$ cat src/rtl/multi_target_canvas.sv
// Multi-target duck canvas: composites cursor/grass/ducks/sky into a registered RGB stream
// and resolves mouse clicks against all live targets. Optional HIT_FLASH_EN whitens hit ducks.
module multi_target_canvas #(
  parameter int unsigned NUM_TARGETS = 2,
  parameter int unsigned COORD_W     = 10,
  parameter int unsigned COLOR_W     = 4,
  parameter int unsigned CNT_W       = 8,
  parameter logic [3*COLOR_W-1:0] KEY_RGB = 12'h0FB,
  parameter logic [3*COLOR_W-1:0] SKY_RGB = 12'h6AF
) (
  input  logic                             pixel_clk,
  input  logic                             Reset,
  input  logic                             frame_tick,
  input  logic                             start,
  input  logic                             mouse_btn,
  input  logic [COORD_W-1:0]               cursor_x,
  input  logic [COORD_W-1:0]               cursor_y,
  input  logic [COORD_W-1:0]               cursor_size,
  input  logic [COORD_W-1:0]               draw_x,
  input  logic [COORD_W-1:0]               draw_y,
  input  logic                             blank,
  input  logic [NUM_TARGETS*COORD_W-1:0]   target_x,
  input  logic [NUM_TARGETS*COORD_W-1:0]   target_y,
  input  logic [NUM_TARGETS*COORD_W-1:0]   target_size,
  input  logic [NUM_TARGETS-1:0]           target_alive,
  input  logic [NUM_TARGETS*3*COLOR_W-1:0] sprite_rgb,
  input  logic [3*COLOR_W-1:0]             grass_rgb,
  output logic [COLOR_W-1:0]               red,
  output logic [COLOR_W-1:0]               green,
  output logic [COLOR_W-1:0]               blue,
  output logic [CNT_W-1:0]                 click_count,
  output logic [CNT_W-1:0]                 hit_count,
  output logic [NUM_TARGETS-1:0]           kill,
  output logic                             miss
);

  localparam int unsigned RGB_W = 3 * COLOR_W;
  localparam int unsigned EXT_W = COORD_W + 1;
  localparam int unsigned D2_W  = 2 * COORD_W + 2;
  localparam logic [RGB_W-1:0] CURSOR_RGB = {{COLOR_W{1'b1}}, COLOR_W'(2), COLOR_W'(2)};
  localparam logic [RGB_W-1:0] WHITE_RGB  = {RGB_W{1'b1}};

  typedef enum logic [1:0] {IDLE, ARMED, HELD} state_t;

  state_t                 state, state_nxt;
  logic [CNT_W-1:0]       click_nxt, hit_nxt;
  logic [NUM_TARGETS-1:0] kill_nxt;
  logic                   miss_nxt;
  logic [RGB_W-1:0]       pix_nxt;

  logic [NUM_TARGETS-1:0] cursor_hit_c, draw_in_c, target_sel_c, hit_sel_c;
  logic [RGB_W-1:0]       sprite_pix_c;

  // Per-target box tests, widened by one bit so corner+size cannot wrap
  for (genvar g = 0; g < NUM_TARGETS; g++) begin : g_tgt
    logic [EXT_W-1:0] tx, ty, tx_end, ty_end;
    logic [RGB_W-1:0] spr;
    assign tx     = {1'b0, target_x[g*COORD_W +: COORD_W]};
    assign ty     = {1'b0, target_y[g*COORD_W +: COORD_W]};
    assign tx_end = tx + {1'b0, target_size[g*COORD_W +: COORD_W]};
    assign ty_end = ty + {1'b0, target_size[g*COORD_W +: COORD_W]};
    assign spr    = sprite_rgb[g*RGB_W +: RGB_W];
    assign cursor_hit_c[g] = target_alive[g]
                             && ({1'b0, cursor_x} >= tx) && ({1'b0, cursor_x} <= tx_end)
                             && ({1'b0, cursor_y} >= ty) && ({1'b0, cursor_y} <= ty_end);
    assign draw_in_c[g]    = target_alive[g] && (spr != KEY_RGB)
                             && ({1'b0, draw_x} >= tx) && ({1'b0, draw_x} <= tx_end)
                             && ({1'b0, draw_y} >= ty) && ({1'b0, draw_y} <= ty_end);
  end

  // Lowest-index set bit wins for both the kill and the drawn sprite
  assign hit_sel_c    = cursor_hit_c & (~cursor_hit_c + NUM_TARGETS'(1));
  assign target_sel_c = draw_in_c & (~draw_in_c + NUM_TARGETS'(1));

  // Cursor ring geometry
  logic signed [EXT_W-1:0] dx_c, dy_c;
  logic signed [D2_W-1:0]  dxw_c, dyw_c, szw_c, d2_c, r2_c;
  logic                    cursor_on_c;

  assign dx_c  = $signed({1'b0, draw_x}) - $signed({1'b0, cursor_x});
  assign dy_c  = $signed({1'b0, draw_y}) - $signed({1'b0, cursor_y});
  assign dxw_c = D2_W'(dx_c);
  assign dyw_c = D2_W'(dy_c);
  assign szw_c = $signed(D2_W'(cursor_size));
  assign d2_c  = dxw_c * dxw_c + dyw_c * dyw_c;
  assign r2_c  = szw_c * szw_c;
  assign cursor_on_c = ((d2_c >= r2_c - D2_W'(2)) && (d2_c <= r2_c))
                       || (((dx_c == '0) || (dy_c == '0)) && (d2_c <= r2_c));

`ifdef HIT_FLASH_EN
  logic [2:0] flash_cnt [NUM_TARGETS];
  logic       flash_pix_c;
`endif

  // Sprite pixel of the selected target
  always_comb begin
    sprite_pix_c = '0;
`ifdef HIT_FLASH_EN
    flash_pix_c  = 1'b0;
`endif
    for (int unsigned i = 0; i < NUM_TARGETS; i++) begin
      if (target_sel_c[i]) begin
        sprite_pix_c = sprite_rgb[i*RGB_W +: RGB_W];
`ifdef HIT_FLASH_EN
        flash_pix_c  = (flash_cnt[i] != 3'd0);
`endif
      end
    end
  end

  // Layer priority: blank, cursor, grass, ducks, sky
  always_comb begin
    pix_nxt = SKY_RGB;
    if (!blank)                   pix_nxt = '0;
    else if (cursor_on_c)         pix_nxt = mouse_btn ? CURSOR_RGB : '0;
    else if (grass_rgb != KEY_RGB) pix_nxt = grass_rgb;
    else if (|target_sel_c) begin
`ifdef HIT_FLASH_EN
      pix_nxt = flash_pix_c ? WHITE_RGB : sprite_pix_c;
`else
      pix_nxt = sprite_pix_c;
`endif
    end
  end

  // Click FSM next state and registered-output next values
  always_comb begin
    state_nxt = state;
    click_nxt = click_count;
    hit_nxt   = hit_count;
    kill_nxt  = '0;
    miss_nxt  = 1'b0;
    if (!start) begin
      state_nxt = IDLE;
      click_nxt = '0;
      hit_nxt   = '0;
    end else if (frame_tick) begin
      case (state)
        IDLE:  state_nxt = ARMED;
        ARMED: begin
          if (mouse_btn) begin
            state_nxt = HELD;
            click_nxt = (click_count == '1) ? click_count : click_count + CNT_W'(1);
            if (|cursor_hit_c) begin
              kill_nxt = hit_sel_c;
              hit_nxt  = (hit_count == '1) ? hit_count : hit_count + CNT_W'(1);
            end else begin
              miss_nxt = 1'b1;
            end
          end
        end
        HELD:    if (!mouse_btn) state_nxt = ARMED;
        default: state_nxt = IDLE;
      endcase
    end
  end

  always_ff @(posedge pixel_clk) begin
    if (Reset) begin
      state       <= IDLE;
      red         <= '0;
      green       <= '0;
      blue        <= '0;
      click_count <= '0;
      hit_count   <= '0;
      kill        <= '0;
      miss        <= 1'b0;
    end else begin
      state              <= state_nxt;
      {red, green, blue} <= pix_nxt;
      click_count        <= click_nxt;
      hit_count          <= hit_nxt;
      kill               <= kill_nxt;
      miss               <= miss_nxt;
    end
  end

`ifdef HIT_FLASH_EN
  // Flash timers: reload on kill, count down once per frame
  always_ff @(posedge pixel_clk) begin
    for (int unsigned i = 0; i < NUM_TARGETS; i++) begin
      if (Reset || !start)               flash_cnt[i] <= 3'd0;
      else if (kill_nxt[i])              flash_cnt[i] <= 3'd7;
      else if (frame_tick && flash_cnt[i] != 3'd0) flash_cnt[i] <= flash_cnt[i] - 3'd1;
    end
  end
`endif

endmodule

$ cat config.mk
export PLATFORM = sky130hd
export DESIGN_NAME = multi_target_canvas
export DESIGN_NICKNAME = d
export VERILOG_FILES = /design/src/rtl/multi_target_canvas.sv
export SDC_FILE = /design/constraint.sdc
export NUM_CORES = 1
export LEC_CHECK = 0
export ABC_AREA = 1
export BUFFER_PORTS_ARGS = -buffer_cell sky130_fd_sc_hd__buf_2
export CAP_MARGIN = 20
export CELL_PAD_IN_SITES_DETAIL_PLACEMENT = 0
export CELL_PAD_IN_SITES_GLOBAL_PLACEMENT = 1
export CORE_ASPECT_RATIO = 1.5
export CORE_UTILIZATION = 50
export DETAILED_ROUTE_END_ITERATION = 6
export GPL_TIMING_DRIVEN = 0
export PLACE_DENSITY_LB_ADDON = 0.08
export SYNTH_ARGS = -nofsm -noshare
export SYNTH_HDL_FRONTEND = slang
export SYNTH_SLANG_ARGS = --single-unit
$ cat constraint.sdc
create_clock -name pixel_clk -period 18.25 [get_ports pixel_clk]
set_input_delay 3.65 -clock pixel_clk [delete_from_list [all_inputs] [get_ports pixel_clk]]
set_output_delay 3.65 -clock pixel_clk [all_outputs]
set_load 0.01 [all_outputs]
======== Word-level counts from Yosys, hierarchy flattened ========
Index checks and enable logic that the tools add are counted.
storage, ports and cells
  flip-flop bits (word level) ............. 33
  bits of input ports ..................... 154
  output and inout bits ................... 31
operators by class
  add/sub/neg operators ................... 12
  $mul .................................... 3
  $lt $le $gt $ge ......................... 18
  equality and inequality tests ........... 9
  muxes and demuxes ....................... 10
  bitwise operators ....................... 12
  reduce and logical (&&, ||, !) cells .... 34
operators with widths
  kind                                                                      number
  10-bit by 11-bit <= comparator with 1-bit output                          8
  10-bit greater-or-equal comparator                                        8
  12-bit 2-to-1 mux                                                         6
  10-bit by 10-bit adder with 11-bit output                                 4
  11-bit by 11-bit multiplier with 22-bit output                            2
  12-bit by 8-bit inequality test with 1-bit output, second input constant  3
  22-bit adder                                                              1
  22-bit by 21-bit greater-or-equal comparator with 1-bit output            1
  22-bit by 21-bit <= comparator with 1-bit output                          1
  11-bit logical NOT                                                        2
  10-bit by 10-bit subtractor with 11-bit output                            2
  20-bit by 2-bit subtractor with 21-bit output, second input constant      1
  1-bit logical AND                                                         20
  10-bit by 10-bit multiplier with 20-bit output                            1
  8-bit by 1-bit adder with 8-bit output, second input constant             2
  8-bit == test, second input constant                                      2
  1-bit NOT                                                                 8
  2-bit OR reduction                                                        4
  2-bit case mux with 3 select lines                                        1
  6-bit OR reduction                                                        1
  5-bit AND reduction                                                       1
  5-bit OR reduction                                                        1
  2-bit by 1-bit adder with 2-bit output, second input constant             2
  2-bit AND                                                                 2
  other kinds (10)                                                          14

======== Logic depth before layout (Yosys ltp) ========
Gate-level depths: netlist of the first run.
  depth in word-level cells ............... 14
  depth in mapped cells ................... 52
  gate-level depth less buffers ........... 52

======== Least setup slack after synthesis of the first run ========
Ideal clock, no wire load.
  path type ............................... in2reg
  from .................................... input cursor_y[3]
  to ...................................... register blue[1]
  setup time .............................. 0.062 ns
  data arrival time ....................... 12.226 ns
  data required time ...................... 18.188 ns
  slack ................................... 5.962 ns
  stages on the path ...................... 47
  path buffers ............................ 1
  path through ............................ inv_1 > ha_1 > inv_1 > o21ai_0 > nand2_1 > nand2_1 > nand2_1 > o2111ai_1 > clkbuf_1 > nor2_1 > inv_1 > fa_1 > fa_1 > inv_1 > fa_1 > fa_1 > fa_1 > fa_1 > [... 11 more ...] > nand2_1 > nand2_1 > nand2_1 > xor2_1 > ha_1 > nand2_1 > inv_1 > nor2_1 > o21ai_0 > a21oi_1 > nand3_1 > nand2_1 > nand3_1 > nor2_1 > nand2_2 > a21oi_4 > nand2_1 > nand2_1
on the way
  cells in the longest elaborated chain, start to end .. 7
RTL lines
  what                                                                                                                                line    text
  start: declaration                                                                                                                  17      input logic [COORD_W-1:0] cursor_y,
  10-bit by 10-bit subtractor with 11-bit output *                                                                                    81      assign dy_c = $signed({1'b0, draw_y}) - $signed({1'b0, cursor_y});
  11-bit by 11-bit multiplier with 22-bit output                                                                                      85      assign d2_c = dxw_c * dxw_c + dyw_c * dyw_c;
  22-bit adder                                                                                                                        85
  22-bit by 21-bit greater-or-equal comparator with 1-bit output or 22-bit by 21-bit <= comparator with 1-bit output (tied branches)  87, 88
  1-bit logical AND, on equally long branches                                                                                         87, 88
  1-bit logical OR *                                                                                                                  88      || (((dx_c == '0) || (dy_c == '0)) && (d2_c <= r2_c));
  12-bit 2-to-1 mux *                                                                                                                 115     else if (cursor_on_c) pix_nxt = mouse_btn ? CURSOR_RGB : '0;
  end signal: assignment                                                                                                              170     {red, green, blue} <= pix_nxt;
  end: declaration                                                                                                                    30      output logic [COLOR_W-1:0] blue,
Every way passes the cells marked *; elsewhere a longest branch is shown, timed or not.
A chain may end at the register's enable or synchronous reset.

======== Worst setup path after layout of the first run ========
  from .................................... input draw_x[0]
  to ...................................... register blue[2]
on the way
  cells in the longest elaborated chain, start to end .. 13
RTL lines
  what                                                                                                     line  text
  start: declaration                                                                                       19    input logic [COORD_W-1:0] draw_x,
  parallel branches: the longest is 12 deep, another holds 11-bit by 11-bit multiplier with 22-bit output  --
  12-bit 2-to-1 mux *                                                                                      115
Every way passes the cells marked *.

==> results of run 1 <==
==> cells by family (layout without fill, tap and decap cells) <==
family	count (synthesis)	after routing
compound gates	319	319
xor+xnor	107	107
fa+ha+maj	676	676
flops	33	33
simple gates	969	969
other cells	0	1
buf+inv	713	901
mux	1	1
==> how the worst min path moves through the flow <==
stage	end	startpoint	cells after the start	slack (ns)
after floorplan	state[1]$_SDFFE_PP0P_	state[1]$_SDFFE_PP0P_	2	0.46
after detailed placement	click_count[4]$_SDFFE_PP0P_	click_count[4]$_SDFFE_PP0P_	1	0.47
after global placement	state[1]$_SDFFE_PP0P_	state[1]$_SDFFE_PP0P_	2	0.47
after global routing	click_count[4]$_SDFFE_PP0P_	click_count[4]$_SDFFE_PP0P_	1	0.51
final	click_count[4]$_SDFFE_PP0P_	click_count[4]$_SDFFE_PP0P_	1	0.48
after CTS	click_count[4]$_SDFFE_PP0P_	click_count[4]$_SDFFE_PP0P_	1	0.49
==> worst register-to-register path, stage by stage (launching register included) <==
cell	delay, ns
dfxtp_1	0.30
inv_1	0.09
nor2_1	0.07
inv_1	0.05
o21ai_1	0.06
a31oi_1	0.27
nand2_1	0.14
nor2_1	0.52
nand2_1	0.35
nand2_1	0.13
a21oi_1	0.07
==> placed cells by master (no fill, tap or decap), drive strengths merged, types with 25 or more instances in the layout <==
master    n
xor2     82
clkbuf   28
nor2    230
ha      385
inv     684
nand3   103
buf     185
nor3     33
o21ai    76
dfxtp    33
xnor2    25
fa      291
a21oi   177
nand2   515
nand4    51
==> flip-flops by register name (all words and copies together) (netlist names) <==
name,cells
kill,2
state,2
green,4
hit_count,8
miss,1
blue,4
red,4
click_count,8
==> final cells by class <==
type                    instances  area (um^2)
fillers                      4165        18500
multi-input cells            2072        17600
inverters                     686         2570
repair buffers                180          903
well taps                     558          698
flip-flops and latches         33          661
clock buffers                   6          139
plain buffers                  27          126
clock inverters                 2         37.5
diodes                          1         2.50
==> layer usage <==
layer	GRT usage [%]	part of all wire [%]
met5	0	0.021
met4	14.3	5.9
met3	2.14	2.8
met2	57.1	56
met1	28.0	36
==> metrics by stage <==
step / utilization [%] / hold WS (ns) / cells / cell area [um^2]
3_5_place_dp: 54.8 / 0.472 / 3555 / 22600
3_3_place_gp: 54.8 / 0.469 / 3555 / 22600
6_report: 55.2 / 0.483 / 3565 / 22800
2_1_floorplan: - / 0.459 / 2818 / 21000
5_1_grt: 55.2 / 0.507 / 3565 / 22800
4_1_cts: 55.2 / 0.485 / 3563 / 22800
==> impl_metrics.ini, run 1 <==
[yosys]
yosys.area_share.simple_pct = 19.9
synth_xor_area_share_pct = 4.86
synth_compound_area_share_pct = 8.45
ys_seq_area_share_pct = 3.15
syn_nets = 3648
yosys_warnings = 0
muxShareOfSynthArea_pct = 0.0537
synthArstFlopShare_pct = 0
syn_area_per_cell_um2 = 7.45
ys_seq_elements = 33
synth_flop_cell = dfxtp_1
synth_area_mm2 = 0.0210
yosysMostFrequentCell = inv_1
synth_area_leader_cell = fa_1
synth_edf_count = 0
synth_top_family_by_area = adder cells
ys_types = 54
synthAdderAreaFrac_pct = 50.7
synth_top_cell_area_share_pct = 27.8
synthTopCellsByCount = 681 x inv_1, 500 x nand2_1, 385 x ha_1
netlist_instances = 2818
ys_top_cells_by_area = fa_1 28%, ha_1 23%, inv_1 12%

[critical_path]
cp_data_required_time_ns = 18.45
cp_slowest_cell = fa_1
path_max_fanout = 9
setup.worst_path.end = blue[2]$_SDFF_PP0_
reg2reg_depth = 10
critical_path_class = in2reg
r2r_slack_ns = 16.07
r2r_start = state[0]$_SDFFE_PP0P_
crit_buf_inv = 12
crit_family = adder cells
path_depth = 44
worstReg2RegEnd = hit_count[5]$_SDFFE_PP0P_
critPathLaunch = draw_x[0]
cpPeakStageDelay_ns = 0.70
crit_path_end_kind = register
critical_path.most_common_cell = inv_1
start_kind = input pin
arrival_ns = 14.06

[clock_tree]
clk_pin_slew_worst_paths_ns = 0.05
clockBufferDepth = 2
cts_buffers = 5
cts_tree = built
cts-root-buf = clkbuf_16
hold_buffers = 0
cts_resized = 0
clock-sinks = 33
post_cts_buffers = 0
htreeDepth = 2
clock_latency_ns = 0.28

[layout]
nets = 3835
final_layout_size_suffix_gt1_share_pct = 8.15
syn_to_final_growth_pct = 8.48

[placed_design]
pre_cts_ws_ns = 4.05
hpwlAfterDp_um = 52300
port_buffers = 179
gp_congestion = 0.921

[sta]
tightest_slew_ns = 0.980
fin_crit_ns = 13.86
finalSetupTns_ns = 0
rsz0062_at_grt = no
finalWorstSetupSlack_ns = 4.39
setup_violations = 0
drv_slew = 0
fmax_ghz = 0.0722
slew_headroom_pct = 34.4
finClkSkew_ns = 0.00443
min_period_over_period_pct = 75.9
finalHoldViolations = 0

[global_route]
grt_max_degree = 12
grt_pass1_wl_um = 94700
grt.total_usage_pct = 28.2
grt_antenna_before_repair = 3
grt-ovfl-total = 0
grt_pass1_vias = 19700

[die]
die_h_um = 253
die_w_um = 169
start_util_pct = 50.9
design.die.area_mm2 = 0.0428
rows = 91
io_pins = 185
coreArea_mm2 = 0.0412

[route]
drt_iter0_markers = 636
drtAntennaViolNets = 0
wl_per_cell_um = 16.4
vias = 18600
firstDrtPassIters = 5
vias_per_cell = 5.21
wl_um = 58300
drc = 0

[flow_run]
maxCapViolations = 0

[run_status]
status = finished clean

[min_path]
holdCritPathClass = reg2reg
Power of run 1 is not shown: default switching activity piles up to over one toggle a cycle in this logic, so the estimate is an artifact.
==> run 2, diff against run 1 <==
--- a/config.mk
+++ b/config.mk
@@ -11,7 +11,7 @@
 export CELL_PAD_IN_SITES_DETAIL_PLACEMENT = 0
 export CELL_PAD_IN_SITES_GLOBAL_PLACEMENT = 1
 export CORE_ASPECT_RATIO = 1.5
-export CORE_UTILIZATION = 50
+export CORE_UTILIZATION = 42
 export DETAILED_ROUTE_END_ITERATION = 6
 export GPL_TIMING_DRIVEN = 0
 export PLACE_DENSITY_LB_ADDON = 0.08
==> constraint.sdc (replaced) <==
create_clock -name pixel_clk -period 12.45 [get_ports pixel_clk]
set_input_delay 2.49 -clock pixel_clk [delete_from_list [all_inputs] [get_ports pixel_clk]]
set_output_delay 2.49 -clock pixel_clk [all_outputs]
set_load 0.01 [all_outputs]
==> impl_metrics.ini, run 2 (synthesis gave the netlist of run 1 again) <==
[clock_tree]
htreeDepth = 2
cts_buffers = 5
clock-sinks = 33
clock_latency_ns = 0.28
cts_tree = built
cts-root-buf = clkbuf_16
clockBufferDepth = 2
hold_buffers = 0
clk_pin_slew_worst_paths_ns = 0.05

[critical_path]
path_max_fanout = 10
arrival_ns = 11.87
crit_buf_inv = 9
cp_slowest_cell = fa_1
crit_family = adder cells
critical_path.most_common_cell = nand2_1
cpPeakStageDelay_ns = 0.55
crit_path_end_kind = register
start_kind = input pin
critical_path_class = in2reg
cp_data_required_time_ns = 12.61

[die]
io_pins = 185
design.die.area_mm2 = 0.0509
coreArea_mm2 = 0.0494
start_util_pct = 42.5
rows = 100
die_h_um = 276
die_w_um = 185

[layout]
syn_to_final_growth_pct = 9.92
final_common_cell = inv_1
reg_top3 = click_count: 8 flops, hit_count: 8 flops
nets = 3845
fin_area_mm2 = 0.0231
fillerInstances = 5181
final_cell_mix = 678 x inv_1, 497 x nand2_1, 385 x ha_1, 288 x fa_1, 223 x nor2_1
final_layout_size_suffix_gt1_share_pct = 9.42

[global_route]
grt_pass1_wl_um = 99500
grt_pass1_vias = 20100
met2_usage_pct = 51.8
top_usage_layer = met2
grt_util_met3_pct = 2.01
grt_antenna_before_repair = 5
grt.total_usage_pct = 25.2
grt-ovfl-total = 0
grt_max_degree = 12
grt_use_met1_pct = 25.3

[sta]
fmax_ghz = 0.0853
slew_headroom_pct = 40.1
drv_slew = 0
min_period_over_period_pct = 94.1
tightest_slew_ns = 0.887
fin_crit_ns = 11.72
rsz0062_at_grt = no
setup_violations = 0
finClkSkew_ns = 0.00202
finalHoldViolations = 0

[placed_design]
port_buffers = 179
hpwlAfterDp_um = 55300
gp_congestion = 0.916
place_area_mm2 = 0.0227

[route]
drc = 0
wl_um = 61800
vias_per_cell = 5.04
firstDrtPassIters = 5
drt_iter0_markers = 624
vias = 18600
wl_per_cell_um = 16.8
drtAntennaViolNets = 0

[run_status]
status = finished clean

[min_path]
holdCritPathClass = reg2reg

[flow_run]
maxCapViolations = 0
[run 2: path summary, 6_finish.rpt]
check / to / slack [ns] / startpoint / depth (start not counted)
max: green[2]$_SDFF_PP0_ / 0.73 / cursor_y[3] / 45
min: click_count[4]$_SDFFE_PP0P_ / 0.49 / click_count[4]$_SDFFE_PP0P_ / 1
max reg2reg: hit_count[4]$_SDFFE_PP0P_ / 10.26 / state[0]$_SDFFE_PP0P_ / 10
min reg2reg: click_count[4]$_SDFFE_PP0P_ / 0.49 / click_count[4]$_SDFFE_PP0P_ / 1
[run 2: metal layers]
layer / up-vias / part of all wire [%] / wire length (um)
met1: 8842 / 36 / 22100
met2: 371 / 56 / 34700
met4: 8 / 5.0 / 3070
met3: 134 / 2.9 / 1800
met5: - / 0.092 / 57
li1: 9214 / - / -
[run 2: repair_timing]
| item | CTS | global route |
|---|---|---|
| endpoints found under the setup margin | 12 | 12 |
| pin swaps | 0 | 4 |
| endpoints found under the hold margin | 0 | 0 |
| gates resized for setup | 6 | 42 |
| setup buffers | 0 | 12 |
[run 2: area by class of cell]
cell class                      count  area, um^2  area share, %
Antenna cell                        3        7.51         0.0325
Buffer                             26         136          0.591
Clock buffer                        5         125          0.542
Clock inverter                      3        17.5         0.0759
Inverter                          686        2580           11.2
Multi-Input combinational cell   2072       17700           76.8
Sequential cell                    33         661           2.86
Tap cell                          663         830           3.60
Timing Repair Buffer              191         986           4.27
[run 2: worst register-to-register path, stage by stage, from the launching register on]
cell and delay, ns:
dfxtp_1 0.29, inv_1 0.11, nor2_1 0.08, inv_1 0.05, o21ai_1 0.07, a31oi_1 0.26
nand2_1 0.13, nor2_1 0.53, nand2_1 0.34, nand2_1 0.13, a21oi_1 0.06
[run 2: metrics by stage]
stage          hold slack (ns)  cells  setup slack [ns]  TNS (ns)  util [%]
2_1_floorplan            0.459   2818              1.32         0         -
3_3_place_gp             0.470   3660            -0.698     -7.87      46.0
3_5_place_dp             0.478   3660            -0.718     -7.99      46.0
4_1_cts                  0.491   3668            0.0601         0      46.3
5_1_grt                  0.513   3680            0.0207         0      46.7
6_report                 0.490   3682             0.733         0      46.7
Power of run 2 is left out for the same reason.
